--- src/rtl/sd_dat_pkg.sv ---
// Shared definitions for the SD DAT-line paths: FSM states, CRC16 constants and serial CRC step.
package sd_dat_pkg;

  typedef enum logic [1:0] {
    StIdle,
    StData,
    StCrc,
    StEndb
  } dat_state_e;

  localparam logic [15:0] CRC16_POLY = 16'h1021;
  localparam int unsigned CRC_BITS   = 16;
  localparam logic        START_BIT  = 1'b0;
  localparam logic        END_BIT    = 1'b1;

  // One bit of CRC16-CCITT, MSB-first, no reflection.
  function automatic logic [15:0] crc16_next(input logic [15:0] crc, input logic bit_in);
    logic fb;
    fb = crc[15] ^ bit_in;
    return {crc[14:0], 1'b0} ^ (fb ? CRC16_POLY : 16'h0000);
  endfunction

endpackage

--- src/rtl/dat_crc16_serial.sv ---
// Serial CRC16-CCITT generator for one DAT line; shared by receive and transmit paths.
module dat_crc16_serial
  import sd_dat_pkg::*;
(
  input  logic        sd_clock,
  input  logic        reset,
  input  logic        clear,
  input  logic        shift_en,
  input  logic        bit_in,
  output logic [15:0] crc
);

  always_ff @(posedge sd_clock or negedge reset) begin
    if (!reset) begin
      crc <= 16'h0000;
    end else if (clear) begin
      crc <= 16'h0000;
    end else if (shift_en) begin
      crc <= crc16_next(crc, bit_in);
    end
  end

endmodule

--- src/rtl/wrapper_serial_paralelo.sv ---
// SD DAT-line receiver: detects the start bit, deserialises one block into N-bit words,
// then checks per-line CRC16 and the end bit.
module wrapper_serial_paralelo
  import sd_dat_pkg::*;
#(
  parameter int unsigned N           = 8,
  parameter int unsigned M           = 1,
  parameter int unsigned BLOCK_WORDS = 512
) (
  input  logic         sd_clock,
  input  logic         reset,
  input  logic         enable,
  input  logic [M-1:0] dat_in,
  output logic [N-1:0] parallel,
  output logic         word_valid,
  output logic         busy,
  output logic         complete,
  output logic         crc_error,
  output logic         end_error
);

  localparam int unsigned BitsPerWord = N / M;
  localparam int unsigned BitCntW     = (BitsPerWord > 1) ? $clog2(BitsPerWord) : 1;
  localparam int unsigned WordCntW    = $clog2(BLOCK_WORDS + 1);

  dat_state_e          state_q;
  logic [BitCntW-1:0]  bit_cnt_q;
  logic [WordCntW-1:0] word_cnt_q;
  logic [3:0]          crc_cnt_q;
  logic [N-M-1:0]      shreg_q;
  logic                crc_fail_q;

  logic [15:0]  crc_line [M];
  logic [M-1:0] crc_exp_bits;
  logic [N-1:0] shift_word;
  logic         start_det;
  logic         crc_shift;
  logic         crc_mismatch;

  assign start_det  = (state_q == StIdle) && enable && (dat_in == {M{START_BIT}});
  assign crc_shift  = (state_q == StData) && enable;
  assign shift_word = {shreg_q, dat_in};

  for (genvar i = 0; i < M; i++) begin : g_crc
    dat_crc16_serial u_crc (
      .sd_clock (sd_clock),
      .reset    (reset),
      .clear    (start_det),
      .shift_en (crc_shift),
      .bit_in   (dat_in[i]),
      .crc      (crc_line[i])
    );
  end

  // Computed CRCs are frozen during StCrc, so bit crc_cnt_q is sent MSB first.
  always_comb begin
    crc_exp_bits = '0;
    for (int i = 0; i < M; i++) begin
      crc_exp_bits[i] = crc_line[i][4'(CRC_BITS - 1) - crc_cnt_q];
    end
  end

  assign crc_mismatch = |(crc_exp_bits ^ dat_in);

  always_ff @(posedge sd_clock or negedge reset) begin
    if (!reset) begin
      state_q    <= StIdle;
      bit_cnt_q  <= '0;
      word_cnt_q <= '0;
      crc_cnt_q  <= '0;
      shreg_q    <= '0;
      crc_fail_q <= 1'b0;
      parallel   <= '0;
      word_valid <= 1'b0;
      busy       <= 1'b0;
      complete   <= 1'b0;
      crc_error  <= 1'b0;
      end_error  <= 1'b0;
    end else begin
      word_valid <= 1'b0;
      complete   <= 1'b0;
      if (state_q != StIdle && !enable) begin
        // Abort: no further pulses, error outputs keep their value.
        state_q <= StIdle;
        busy    <= 1'b0;
      end else begin
        unique case (state_q)
          StIdle: begin
            if (start_det) begin
              state_q    <= StData;
              busy       <= 1'b1;
              bit_cnt_q  <= '0;
              word_cnt_q <= '0;
              crc_cnt_q  <= '0;
              crc_fail_q <= 1'b0;
              crc_error  <= 1'b0;
              end_error  <= 1'b0;
            end
          end
          StData: begin
            shreg_q <= shift_word[N-M-1:0];
            if (bit_cnt_q == BitCntW'(BitsPerWord - 1)) begin
              bit_cnt_q  <= '0;
              parallel   <= shift_word;
              word_valid <= 1'b1;
              word_cnt_q <= word_cnt_q + WordCntW'(1);
              if (word_cnt_q == WordCntW'(BLOCK_WORDS - 1)) begin
                state_q   <= StCrc;
                crc_cnt_q <= '0;
              end
            end else begin
              bit_cnt_q <= bit_cnt_q + BitCntW'(1);
            end
          end
          StCrc: begin
            if (crc_mismatch) begin
              crc_fail_q <= 1'b1;
            end
            crc_cnt_q <= crc_cnt_q + 4'd1;
            if (crc_cnt_q == 4'(CRC_BITS - 1)) begin
              state_q <= StEndb;
            end
          end
          StEndb: begin
            crc_error <= crc_fail_q;
            end_error <= (dat_in != {M{END_BIT}});
            complete  <= 1'b1;
            busy      <= 1'b0;
            state_q   <= StIdle;
          end
          default: state_q <= StIdle;
        endcase
      end
    end
  end

endmodule

--- config.mk ---
export PLATFORM = sky130hd
export DESIGN_NAME = wrapper_serial_paralelo
export DESIGN_NICKNAME = d
export VERILOG_FILES = /design/src/rtl/sd_dat_pkg.sv /design/src/rtl/dat_crc16_serial.sv /design/src/rtl/wrapper_serial_paralelo.sv
export SDC_FILE = /design/constraint.sdc
export NUM_CORES = 1
export LEC_CHECK = 0
export BUFFER_PORTS_ARGS = -buffer_cell sky130_fd_sc_hd__buf_4
export CAP_MARGIN = 40
export CORE_AREA = 2 2 76 78
export DETAILED_ROUTE_END_ITERATION = 10
export DIE_AREA = 0 0 78 80
export PLACE_DENSITY = 0.67
export RECOVER_POWER = 25
export SLEW_MARGIN = 20
export SYNTH_ARGS = -nofsm -noshare
export SYNTH_HDL_FRONTEND = slang
export SYNTH_SLANG_ARGS = --single-unit
--- constraint.sdc ---
create_clock -name sd_clock -period 2.9 [get_ports sd_clock]
set_clock_uncertainty 0.1 [all_clocks]
set_input_delay 0.58 -clock sd_clock [delete_from_list [all_inputs] [get_ports sd_clock]]
set_output_delay 0.58 -clock sd_clock [all_outputs]
set_load 0.02 [all_outputs]
==> results of run 1 <==
-- placed cells by master, fill, tap and decap left out, types with 2 or more instances in the layout --
master,n
nand2_1,32
xnor2_1,6
mux2_2,9
clkbuf_8,5
mux2i_1,6
a22o_1,20
a32o_1,4
and3_1,4
o22ai_1,2
nor3_1,3
nor2b_1,2
dfrtp_1,56
a21oi_1,2
nand3_1,10
mux4_2,4
buf_4,20
nor2_1,13
a21o_1,2
o21a_1,2
o31ai_1,2
inv_1,6
nand4_1,2
ha_1,9
o21ai_1,2
clkinv_4,2
o21ai_0,11
nand2b_1,2
-- power by group --
part           leakage (nW)  internal, mW  switching [mW]
Sequential            0.756         0.980           0.177
Clock                0.0583         0.260           0.259
Combinational         0.629         0.380           0.425
-- cell type report --
type	count	area (sq um)	area share, %
Clock inverter	3	47.55	1.601
Tap cell	72	90.09	3.033
Inverter	7	26.28	0.8846
Multi-Input combinational cell	164	1181	39.76
Sequential cell	56	1401	47.18
Clock buffer	5	68.82	2.317
Timing Repair Buffer	21	155.1	5.223
-- layer usage --
metal	wire [um]	part of all wire, %	up-vias
met1	2462	51	916
met2	2121	44	30
met4	56	1.2	0
met3	155	3.2	6
met5	0	0	-
li1	-	-	899
-- flip-flops by register name, summed over array words and instances (netlist names), 2 cells and up --
name and count:
shreg_q 7, crc_cnt_q 4, g_crc.u_crc.crc 16, state_q 2, parallel 8, word_cnt_q 10, bit_cnt_q 3
-- metrics by stage --
step / util, % / worst slack (ns)
2_1_floorplan: - / 0.6479
3_3_place_gp: 52.71 / 0.4921
3_5_place_dp: 52.85 / 0.4680
4_1_cts: 55.00 / 0.5135
5_1_grt: 54.95 / 0.3349
6_report: 54.95 / 0.5126
-- cell families (layout without fill, tap and decap cells) --
kind of cell    count (synthesis)  in the layout  share of synthesized area, %
compound gates                 53             53                         15.07
xor+xnor                        7              7                         2.308
fa+ha+maj                       9              9                         4.239
buf+inv                        19             36                         2.779
flops                          56             56                         52.76
mux                            19             19                         9.468
simple gates                   76             76                         13.38
-- critical path: stages, from the launching register on --
cell	delay (ns)
dfrtp_1	0.39
inv_1	0.10
ha_1	0.23
a21bo_2	0.25
or3_1	0.52
or4_1	0.54
nand2_1	0.07
a22o_1	0.13
-- synthesized netlist by cell type, types with 2 or more instances --
| cell type | n | area share, % |
|---|---|---|
| a21o_1 | 2 | 0.57 |
| a21oi_1 | 2 | 0.38 |
| a22o_1 | 20 | 6.6 |
| a32o_1 | 4 | 1.5 |
| and3_1 | 4 | 0.94 |
| buf_2 | 2 | 0.38 |
| clkbuf_1 | 10 | 1.4 |
| dfrtp_1 | 56 | 53 |
| ha_1 | 9 | 4.2 |
| inv_1 | 6 | 0.85 |
| mux2_2 | 9 | 3.8 |
| mux2i_1 | 6 | 2.3 |
| mux4_2 | 4 | 3.4 |
| nand2_1 | 32 | 4.5 |
| nand2b_1 | 2 | 0.47 |
| nand3_1 | 10 | 1.9 |
| nand4_1 | 2 | 0.47 |
| nor2_1 | 13 | 1.8 |
| nor2b_1 | 2 | 0.47 |
| nor3_1 | 3 | 0.57 |
| o21a_1 | 2 | 0.57 |
| o21ai_0 | 11 | 2.1 |
| o21ai_1 | 2 | 0.38 |
| o22ai_1 | 2 | 0.47 |
| o31ai_1 | 2 | 0.57 |
| xnor2_1 | 6 | 2.0 |
-- how the worst max path moves through the flow --
stage,from,endpoint,cells after the start
2_1_floorplan,state_q[1],word_cnt_q[8],9
3_3_place_gp,enable,word_cnt_q[8],6
3_5_place_dp,enable,word_cnt_q[8],6
4_1_cts,state_q[0],word_cnt_q[8],7
5_1_grt,state_q[0],parallel[2],7
6_report,state_q[0],word_cnt_q[8],7
==> impl_metrics.env, run 1 <==
export IMPL_grt_use_met2_pct=25.95
export IMPL_timing_slew_headroom_pct=7.417
export IMPL_clock_insertion_delay_worst_skew_ns=0.31
export IMPL_synth_avg_cell_area_sq_um=11.11
export IMPL_vias_per_cell=5.643
export IMPL_worstMarginPinSlew_ns=1.389
export IMPL_ir_drop_mv=0.3810
export IMPL_reg2reg_from="state_q[0]"
export IMPL_clock_pin_slew_worst_setup_and_hold_paths_ns=0.10
export IMPL_max_cap_viol_count=0
export IMPL_finalSetupViolCount=0
export IMPL_final_layout_size_suffix_gt1_share_pct=17.19
export IMPL_antenna_left=0
export IMPL_antenna_cells_inserted=0
export IMPL_hold_viol=0
export IMPL_area_growth_syn_to_layout_pct=11.82
export IMPL_globalplace_congestion=0.7737
export IMPL_dieHeight_um=80
export IMPL_num_rows=27
export IMPL_critical_path_startpoint_type="flop"
export IMPL_io_buffers=16
export IMPL_synth_distinct_cells=42
export IMPL_path_class="flop to flop"
export IMPL_ios=17
export IMPL_cts_repair_timing_setup_buffer_count=0
export IMPL_outcome="finished clean"
export IMPL_cts_max_path_buffers=2
export IMPL_groute_usage_overall_pct=17.56
export IMPL_gr_usage_met3_pct=3.733
export IMPL_min_to="parallel[7]"
export IMPL_hold_path_startpoint="shreg_q[6]"
export IMPL_detailedRoute_firstIterationViolations=95
export IMPL_place_detailed_hpwl_mm=3.262
export IMPL_synth_net_count=252
export IMPL_grtUsageMet1_pct=26.08
export IMPL_power_density_mw_per_mm2=835.5
export IMPL_die_width_um=78
export IMPL_critical_path_peak_fanout=9
export IMPL_cts_buffer_count=5
export IMPL_first_pass_grt_wire_length_mm=8.700
export IMPL_post_synth_inst_count=239
export IMPL_min_period_ns=2.387
export IMPL_drv_slew=0
export IMPL_timing_critical_path_arrival_ns=2.54
export IMPL_antenna_found_initial=0
export IMPL_layout_cell_area_non_filler_sq_mm=0.002970
export IMPL_setup_reg_to_reg_worst_slack_ns=0.51
export IMPL_avgRoutedWirePerCell_um=14.62
export IMPL_stdcell_count=328
export IMPL_firstDrtPassIters=4
export IMPL_fillCellCount=485
export IMPL_rsz0062_at_grt="false"
export IMPL_tritoncts_clock_tree="done"
export IMPL_clock_fmax_mhz=418.9
export IMPL_start_util_pct=49.14
export IMPL_r2r_end="word_cnt_q[8]"
export IMPL_critPathCaptureType="flop"
export IMPL_synth_edff_count=0
export IMPL_global_route_overflow_total=0
export IMPL_pin_count_of_the_biggest_net_entering_global_routing=57
export IMPL_totalWireLength_mm=4.796
export IMPL_critical_path_required_ns=3.05
export IMPL_timing_reg2reg_worst_path_depth=7
export IMPL_cts_repair_resize_count=0
export IMPL_fp_dieArea_sq_mm=0.006240
export IMPL_ys_seq_area_share_pct=52.76
export IMPL_routed_via_count=1851
export IMPL_static_leakage_power_nw=1.444
export IMPL_dp_cells=320
export IMPL_first_global_vias=1810
export IMPL_hold_depth=2
export IMPL_async_flop_share_pct=100.0
export IMPL_hold_path_class="flop to flop"
export IMPL_cts_max_level=2
export IMPL_core_sq_mm=0.005405
export IMPL_timing_hold_ws_ns=0.3851
export IMPL_finalPower_mw=2.482
export IMPL_synthesis_yosys_warnings=0
export IMPL_totalNegativeSetupSlack_ns=0
export IMPL_postSynth_topFlopCell="dfrtp_1"
export IMPL_cts_root_buf="clkbuf_8"
export IMPL_ys_seq_elements=56
export IMPL_cts_num_sinks=56
export IMPL_timing_final_crit_share_pct=82.32
export IMPL_synthesis_area_sq_mm=0.002656
export IMPL_placedInstanceArea_sq_mm=0.002856
export IMPL_hold_buffers=0
export IMPL_post_route_drc_count=0
export IMPL_gr_max_usage_layer="met1"
export IMPL_finish_net_count=268
Power figures use the tool's default switching activity.
==> inputs of run 2 (changes only) <==
--- a/config.mk
+++ b/config.mk
@@ -5,11 +5,12 @@
 export SDC_FILE = /design/constraint.sdc
 export NUM_CORES = 1
 export LEC_CHECK = 0
+export ABC_AREA = 1
 export BUFFER_PORTS_ARGS = -buffer_cell sky130_fd_sc_hd__buf_4
 export CAP_MARGIN = 40
-export CORE_AREA = 2 2 76 78
+export CORE_AREA = 2 2 77 79
 export DETAILED_ROUTE_END_ITERATION = 10
-export DIE_AREA = 0 0 78 80
+export DIE_AREA = 0 0 79 81
 export PLACE_DENSITY = 0.67
 export RECOVER_POWER = 25
 export SLEW_MARGIN = 20
==> constraint.sdc (replaced) <==
create_clock -name sd_clock -period 2.3 [get_ports sd_clock]
set_clock_uncertainty 0.1 [all_clocks]
set_input_delay 0.46 -clock sd_clock [delete_from_list [all_inputs] [get_ports sd_clock]]
set_output_delay 0.46 -clock sd_clock [all_outputs]
set_load 0.02 [all_outputs]
==> run 2 against run 1 <==
Sequential power increased by 20%. Setup slack got worse by 0.24 ns. Via count increased by 11%. Area after synthesis increased by 2.3%.
==> impl_metrics.env, run 2 <==
export IMPL_outcome="finished clean"
export IMPL_post_route_drc_count=0
export IMPL_grt_use_met2_pct=26.61
export IMPL_finalSetupViolCount=0
export IMPL_rsz0062_at_grt="false"
export IMPL_place_detailed_hpwl_mm=3.533
export IMPL_registers_top_by_ff_count="g_crc.u_crc.crc"
export IMPL_ys_seq_elements=56
export IMPL_synthesis_yosys_warnings=0
export IMPL_synth_net_count=333
export IMPL_clock_fmax_mhz=493.6
export IMPL_cts_buffer_count=5
export IMPL_critPathCaptureType="flop"
export IMPL_cts_max_level=2
export IMPL_clock_pin_slew_worst_setup_and_hold_paths_ns=0.10
export IMPL_tritoncts_clock_tree="done"
export IMPL_final_cell_mix="nand2_1, dfrtp_1, inv_1, nand3_1, buf_4"
export IMPL_cts_max_path_buffers=2
export IMPL_start_util_pct=47.88
export IMPL_first_pass_grt_wire_length_mm=8.783
export IMPL_cts_num_sinks=56
export IMPL_pin_count_of_the_biggest_net_entering_global_routing=57
export IMPL_ir_drop_mv=0.5577
export IMPL_cts_repair_resize_count=0
export IMPL_netlist_top_cells_area="dfrtp_1, nand2_1, inv_1"
export IMPL_critical_path_peak_fanout=6
export IMPL_drv_slew=0
export IMPL_area_growth_syn_to_layout_pct=10.87
export IMPL_totalWireLength_mm=4.819
export IMPL_synth_distinct_cells=30
export IMPL_gr_max_usage_layer="met2"
export IMPL_worstMarginPinSlew_ns=1.318
export IMPL_die_width_um=79
export IMPL_synth_most_common_cell="nand2_1"
export IMPL_timing_final_crit_share_pct=88.08
export IMPL_global_route_overflow_total=0
export IMPL_synth_edff_count=0
export IMPL_power_density_mw_per_mm2=1084
export IMPL_synth_largest_area_cell="dfrtp_1"
export IMPL_largest_register_ffs=16
export IMPL_async_flop_share_pct=100.0
export IMPL_hold_path_class="primary input to asynchronous set/reset pin"
export IMPL_firstDrtPassIters=4
export IMPL_timing_critical_path_arrival_ns=2.12
export IMPL_path_class="flop to flop"
export IMPL_setup_reg_to_reg_worst_slack_ns=0.27
export IMPL_clock_insertion_delay_worst_skew_ns=0.30
export IMPL_stdcell_count=415
export IMPL_postSynth_topFlopCell="dfrtp_1"
export IMPL_dieHeight_um=81
export IMPL_gr_usage_met3_pct=2.333
export IMPL_totalNegativeSetupSlack_ns=0
export IMPL_hold_viol=0
export IMPL_mostFrequentLayoutCell="nand2_1"
export IMPL_critical_path_startpoint_type="flop"
export IMPL_critical_path_required_ns=2.40
export IMPL_min_period_ns=2.026
export IMPL_grtUsageMet1_pct=24.82
export IMPL_max_cap_viol_count=0
export IMPL_biggestRegsByFlops="g_crc.u_crc.crc: 16 flops, word_cnt_q: 10 flops, parallel: 8 flops"
export IMPL_core_sq_mm=0.005675
export IMPL_final_layout_size_suffix_gt1_share_pct=14.41
export IMPL_antenna_left=0
export IMPL_antenna_cells_inserted=0
export IMPL_finish_net_count=352
export IMPL_avgRoutedWirePerCell_um=11.61
export IMPL_cts_repair_timing_setup_buffer_count=0
export IMPL_synthesis_area_sq_mm=0.002718
export IMPL_synth_avg_cell_area_sq_um=8.493
export IMPL_num_rows=28
export IMPL_fillCellCount=546
export IMPL_dp_cells=407
export IMPL_io_buffers=16
export IMPL_post_synth_inst_count=320
export IMPL_ys_seq_area_share_pct=51.57
export IMPL_routed_via_count=2048
export IMPL_groute_usage_overall_pct=17.00
export IMPL_detailedRoute_firstIterationViolations=173
export IMPL_reg2reg_from="state_q[0]"
export IMPL_synth_top_cells_by_count="nand2_1, dfrtp_1, inv_1"
export IMPL_static_leakage_power_nw=1.437
export IMPL_first_global_vias=1966
export IMPL_fp_dieArea_sq_mm=0.006399
export IMPL_timing_reg2reg_worst_path_depth=10
export IMPL_ios=17
export IMPL_globalplace_congestion=0.8201
export IMPL_cts_root_buf="clkbuf_8"
export IMPL_vias_per_cell=4.935
export IMPL_r2r_end="word_cnt_q[3]"
export IMPL_yosysTopAreaCellShare_pct=51.57
export IMPL_antenna_found_initial=0
export IMPL_hold_buffers=0
export IMPL_timing_slew_headroom_pct=12.12
-- run 2: cell types whose count changed in the layout (fill, tap and decap cells not counted), moves of 6 or more --
cell / change
o22ai_1: +15
mux2_2: -9
o21ai_0: +7
a22o_1: -20
nand2_1: +29
nand3_1: +16
a21oi_1: +8
inv_2: +8
mux2i_1: -6
inv_1: +40
o21ai_1: +10
-- run 2: worst max-delay path by stage --
stage / start / end / slack [ns] / cells past startpoint
6_report: state_q[0] / word_cnt_q[3] / 0.27 / 10
5_1_grt: state_q[0] / state_q[1] / 0.11 / 9
4_1_cts: state_q[0] / word_cnt_q[3] / 0.27 / 10
3_5_place_dp: state_q[0] / word_cnt_q[3] / 0.30 / 10
3_3_place_gp: state_q[0] / word_cnt_q[3] / 0.34 / 10
2_1_floorplan: state_q[1] / word_cnt_q[9] / 0.48 / 13
-- run 2: power by group --
group / leakage, nW / internal [mW] / switching, mW
Combinational: 0.648 / 0.465 / 0.866
Sequential: 0.743 / 1.24 / 0.145
Clock: 0.0463 / 0.224 / 0.326
Total: 1.44 / 1.93 / 1.34
-- run 2: logic make-up (layout without fill, tap and decap cells) --
family,after synthesis,after routing,synth area share (%)
AOI/OAI and AO/OA,62,62,13.08
xor gates and xnor gates,4,4,1.289
adders and majority gates,9,9,4.144
buffers and inverters,66,86,9.622
DFF,56,56,51.57
and+or+nand+nor,123,123,20.30
-- run 2: worst max-delay path, stage by stage, from the launching register on --
cell,delay (ns)
dfrtp_1,0.41
inv_1,0.10
ha_1,0.28
a21oi_2,0.22
nand2_2,0.10
inv_2,0.11
o21ai_1,0.12
nor2_2,0.25
inv_2,0.10
o21ai_1,0.09
a21oi_1,0.05
-- run 2: metal layers --
| metal | vias to the layer above | routed length (um) |
|---|---|---|
| met2 | 36 | 2050 |
| met1 | 937 | 2548 |
| li1 | 1073 | - |
| met4 | 0 | 25 |
| met3 | 2 | 194 |
| met5 | - | 0 |
-- run 2: stage by stage --
stage	power [mW]	utilization, %	area (sq um)	worst slack [ns]	hold WS, ns
finish	3.267	53.09	3013	0.2742	0.3326
global route	3.586	53.09	3013	0.1144	0.3555
CTS	3.299	53.13	3015	0.2744	0.1096
detailed placement	2.739	51.43	2919	0.3015	0.3667
global placement	2.712	51.43	2919	0.3417	0.3582
floorplan	2.410	-	2718	0.4782	0.06441
-- run 2: area by class of cell --
type	instances	area, sq um	share of cell area, %
clock buffers	5	68.82	2.284
multi-input cells	198	1055	35.01
repair buffers	20	147.6	4.900
clock inverters	3	27.53	0.9136
flip-flops and latches	56	1401	46.51
inverters	58	219.0	7.267
well taps	75	93.84	3.115
==> inputs of run 3 (changes only) <==
--- a/config.mk
+++ b/config.mk
@@ -8,10 +8,12 @@
 export ABC_AREA = 1
 export BUFFER_PORTS_ARGS = -buffer_cell sky130_fd_sc_hd__buf_4
 export CAP_MARGIN = 40
-export CORE_AREA = 2 2 77 79
+export CELL_PAD_IN_SITES_DETAIL_PLACEMENT = 0
+export CELL_PAD_IN_SITES_GLOBAL_PLACEMENT = 2
+export CORE_AREA = 2 2 89 91
 export DETAILED_ROUTE_END_ITERATION = 10
-export DIE_AREA = 0 0 79 81
-export PLACE_DENSITY = 0.67
+export DIE_AREA = 0 0 91 93
+export PLACE_DENSITY_LB_ADDON = 0.1
 export RECOVER_POWER = 25
 export SLEW_MARGIN = 20
 export SYNTH_ARGS = -nofsm -noshare
==> run 3 against run 2 <==
Cell area increased by 0.96%. Largest cell class unchanged. Utilization is 13 points lower. Sequential power about the same. Flip-flop and latch count unchanged. Via count is 1.1% lower. Clock-buffer cell count stayed put. Combinational power barely moved. Critical endpoint is now word_cnt_q[9].
==> impl_metrics.env, run 3 (synthesis results as in run 2) <==
export IMPL_clock_share_of_power_pct=16.9
export IMPL_crit_buf_inv=1
export IMPL_global_route_overflow_total=0
export IMPL_place_detailed_hpwl_mm=4.072
export IMPL_timing_critical_path_arrival_ns=2.12
export IMPL_fillCellCount=805
export IMPL_cts_buffer_count=5
export IMPL_path_class="flop to flop"
export IMPL_cts_repair_resize_count=0
export IMPL_globalplace_congestion=0.7241
export IMPL_post_route_drc_count=0
export IMPL_biggestRegsByFlops="g_crc.u_crc.crc: 16 flops, word_cnt_q: 10 flops, parallel: 8 flops"
export IMPL_mostFrequentLayoutCell="nand2_1"
export IMPL_core_sq_mm=0.007527
export IMPL_routed_via_count=2026
export IMPL_clock_pin_slew_worst_setup_and_hold_paths_ns=0.11
export IMPL_totalNegativeSetupSlack_ns=0
export IMPL_critical_path_peak_fanout=6
export IMPL_share_comb_of_total_power_pct=41.0
export IMPL_cpMaxStageDelayCell="dfrtp_1"
export IMPL_worst_path_dominant_cell_family="simple AND/OR/NAND/NOR gates"
export IMPL_timing_slew_headroom_pct=7.525
export IMPL_min_period_ns=2.032
export IMPL_cts_max_path_buffers=2
export IMPL_detailedRoute_firstIterationViolations=59
export IMPL_hold_buffers=0
export IMPL_timing_hold_ws_ns=0.3498
export IMPL_power_density_mw_per_mm2=1084
export IMPL_critPathCaptureType="flop"
export IMPL_clock_fmax_mhz=492.2
export IMPL_finalPower_mw=3.297
export IMPL_static_leakage_power_nw=1.439
export IMPL_hold_viol=0
export IMPL_antenna_left=0
export IMPL_cts_repair_timing_setup_buffer_count=0
export IMPL_groute_usage_overall_pct=14.36
export IMPL_finalSetupViolCount=0
export IMPL_final_cell_mix="nand2_1, dfrtp_1, inv_1, nand3_1, buf_4"
export IMPL_cts_num_sinks=56
export IMPL_io_buffers=16
export IMPL_die_width_um=91
export IMPL_first_pass_grt_wire_length_mm=9.832
export IMPL_preCtsSetupSlack_ns=0.2957
export IMPL_final_layout_size_suffix_gt1_share_pct=14.41
export IMPL_critical_path_required_ns=2.39
export IMPL_fp_dieArea_sq_mm=0.008463
export IMPL_start_util_pct=36.10
export IMPL_worstMarginPinSlew_ns=1.387
export IMPL_tritoncts_clock_tree="done"
export IMPL_power_internal_mw=1.924
export IMPL_outcome="finished clean"
export IMPL_finish_net_count=352
export IMPL_vias_per_cell=4.584
export IMPL_ios=17
export IMPL_clock_insertion_delay_worst_skew_ns=0.31
export IMPL_timing_final_crit_share_pct=88.34
export IMPL_firstDrtPassIters=4
export IMPL_cts_root_buf="clkbuf_8"
export IMPL_fin_ws_ns=0.2681
export IMPL_critical_path_startpoint_type="flop"
export IMPL_switching_share_pct=41.62
export IMPL_slowest_delay_ns=0.41
export IMPL_area_growth_syn_to_layout_pct=11.92
export IMPL_ir_drop_mv=0.4466
export IMPL_largest_register_ffs=16
export IMPL_drv_slew=0
export IMPL_avgRoutedWirePerCell_um=12.71
export IMPL_antenna_cells_inserted=0
export IMPL_antenna_found_initial=0
export IMPL_path_cells="inv_1 > ha_1 > a21oi_2 > nand2_2 > a21oi_4 > nand3_2 > nor2_2 > nand2_1 > xor2_1 > nor2_2"
export IMPL_cts_max_level=2
export IMPL_hold_path_class="primary input to flop"
export IMPL_first_global_vias=2003
export IMPL_rsz0062_at_grt="false"
export IMPL_switching_pwr_mw=1.372
export IMPL_registers_top_by_ff_count="g_crc.u_crc.crc"
export IMPL_totalWireLength_mm=5.620
export IMPL_dieHeight_um=93
export IMPL_cp_common_cell="nor2_2"
export IMPL_power_share_sequential_pct=42.2
export IMPL_max_cap_viol_count=0
export IMPL_num_rows=32
export IMPL_pin_count_of_the_biggest_net_entering_global_routing=57
-- run 3: cell types whose count changed in the layout (fill, tap and decap cells not counted) --
cell / before / now
clkinv_2: 1 / 2
clkinvlp_4: 1 / 0
inv_6: 0 / 1
inv_8: 1 / 0
-- run 3: metal layers --
| metal | global-route usage (%) | routed length [um] | share of wire [%] | up-vias |
|---|---|---|---|---|
| li1 | - | - | - | 1074 |
| met1 | 21.51 | 3117 | 55 | 935 |
| met2 | 21.48 | 2372 | 42 | 15 |
| met3 | 2.498 | 92 | 1.6 | 2 |
| met4 | 3.788 | 37 | 0.66 | 0 |
| met5 | 0 | 0 | 0 | - |
-- run 3: final timing paths --
check,slack (ns),end,cells after the start,startpoint
max,0.27,word_cnt_q[9],10,state_q[0]
max in group asynchronous,0.91,crc_error,1,reset
max reg2reg,0.27,word_cnt_q[9],10,state_q[0]
min in group asynchronous,0.36,g_crc[0].u_crc.crc[1],1,reset
min reg2reg,0.39,shreg_q[3],2,shreg_q[2]
min,0.35,shreg_q[0],3,dat_in
-- run 3: final cells by class --
cell class,count,area (sq um),share of cell area (%)
Sequential cell,56,1401,46.07
Multi-Input combinational cell,198,1055,34.68
Inverter,58,219.0,7.199
Timing Repair Buffer,20,147.6,4.854
Tap cell,102,127.6,4.196
Clock buffer,5,68.82,2.262
Clock inverter,3,22.52,0.7404
-- run 3: stage by stage --
stage	std cells	util [%]	instance area (sq um)
after floorplan	320	-	2718
after global placement	434	39.23	2953
after detailed placement	434	39.23	2953
after CTS	442	40.44	3044
after global routing	442	40.41	3042
final	442	40.41	3042
-- run 3: power groups by stage --
stage	Clock (mW)	Combinational (mW)	Sequential, mW
after floorplan	0	1.01	1.40
after global placement	0	1.39	1.41
after CTS	0.584	1.37	1.39
after detailed placement	0	1.37	1.41
after global routing	0.621	1.56	1.43
final	0.556	1.35	1.39
-- run 3: worst register-to-register path: stages, from the launching register on --
cell     delay (ns)
dfrtp_1        0.41
inv_1          0.09
ha_1           0.30
a21oi_2        0.22
nand2_2        0.10
a21oi_4        0.19
nand3_2        0.11
nor2_2         0.12
nand2_1        0.07
xor2_1         0.16
nor2_2         0.04
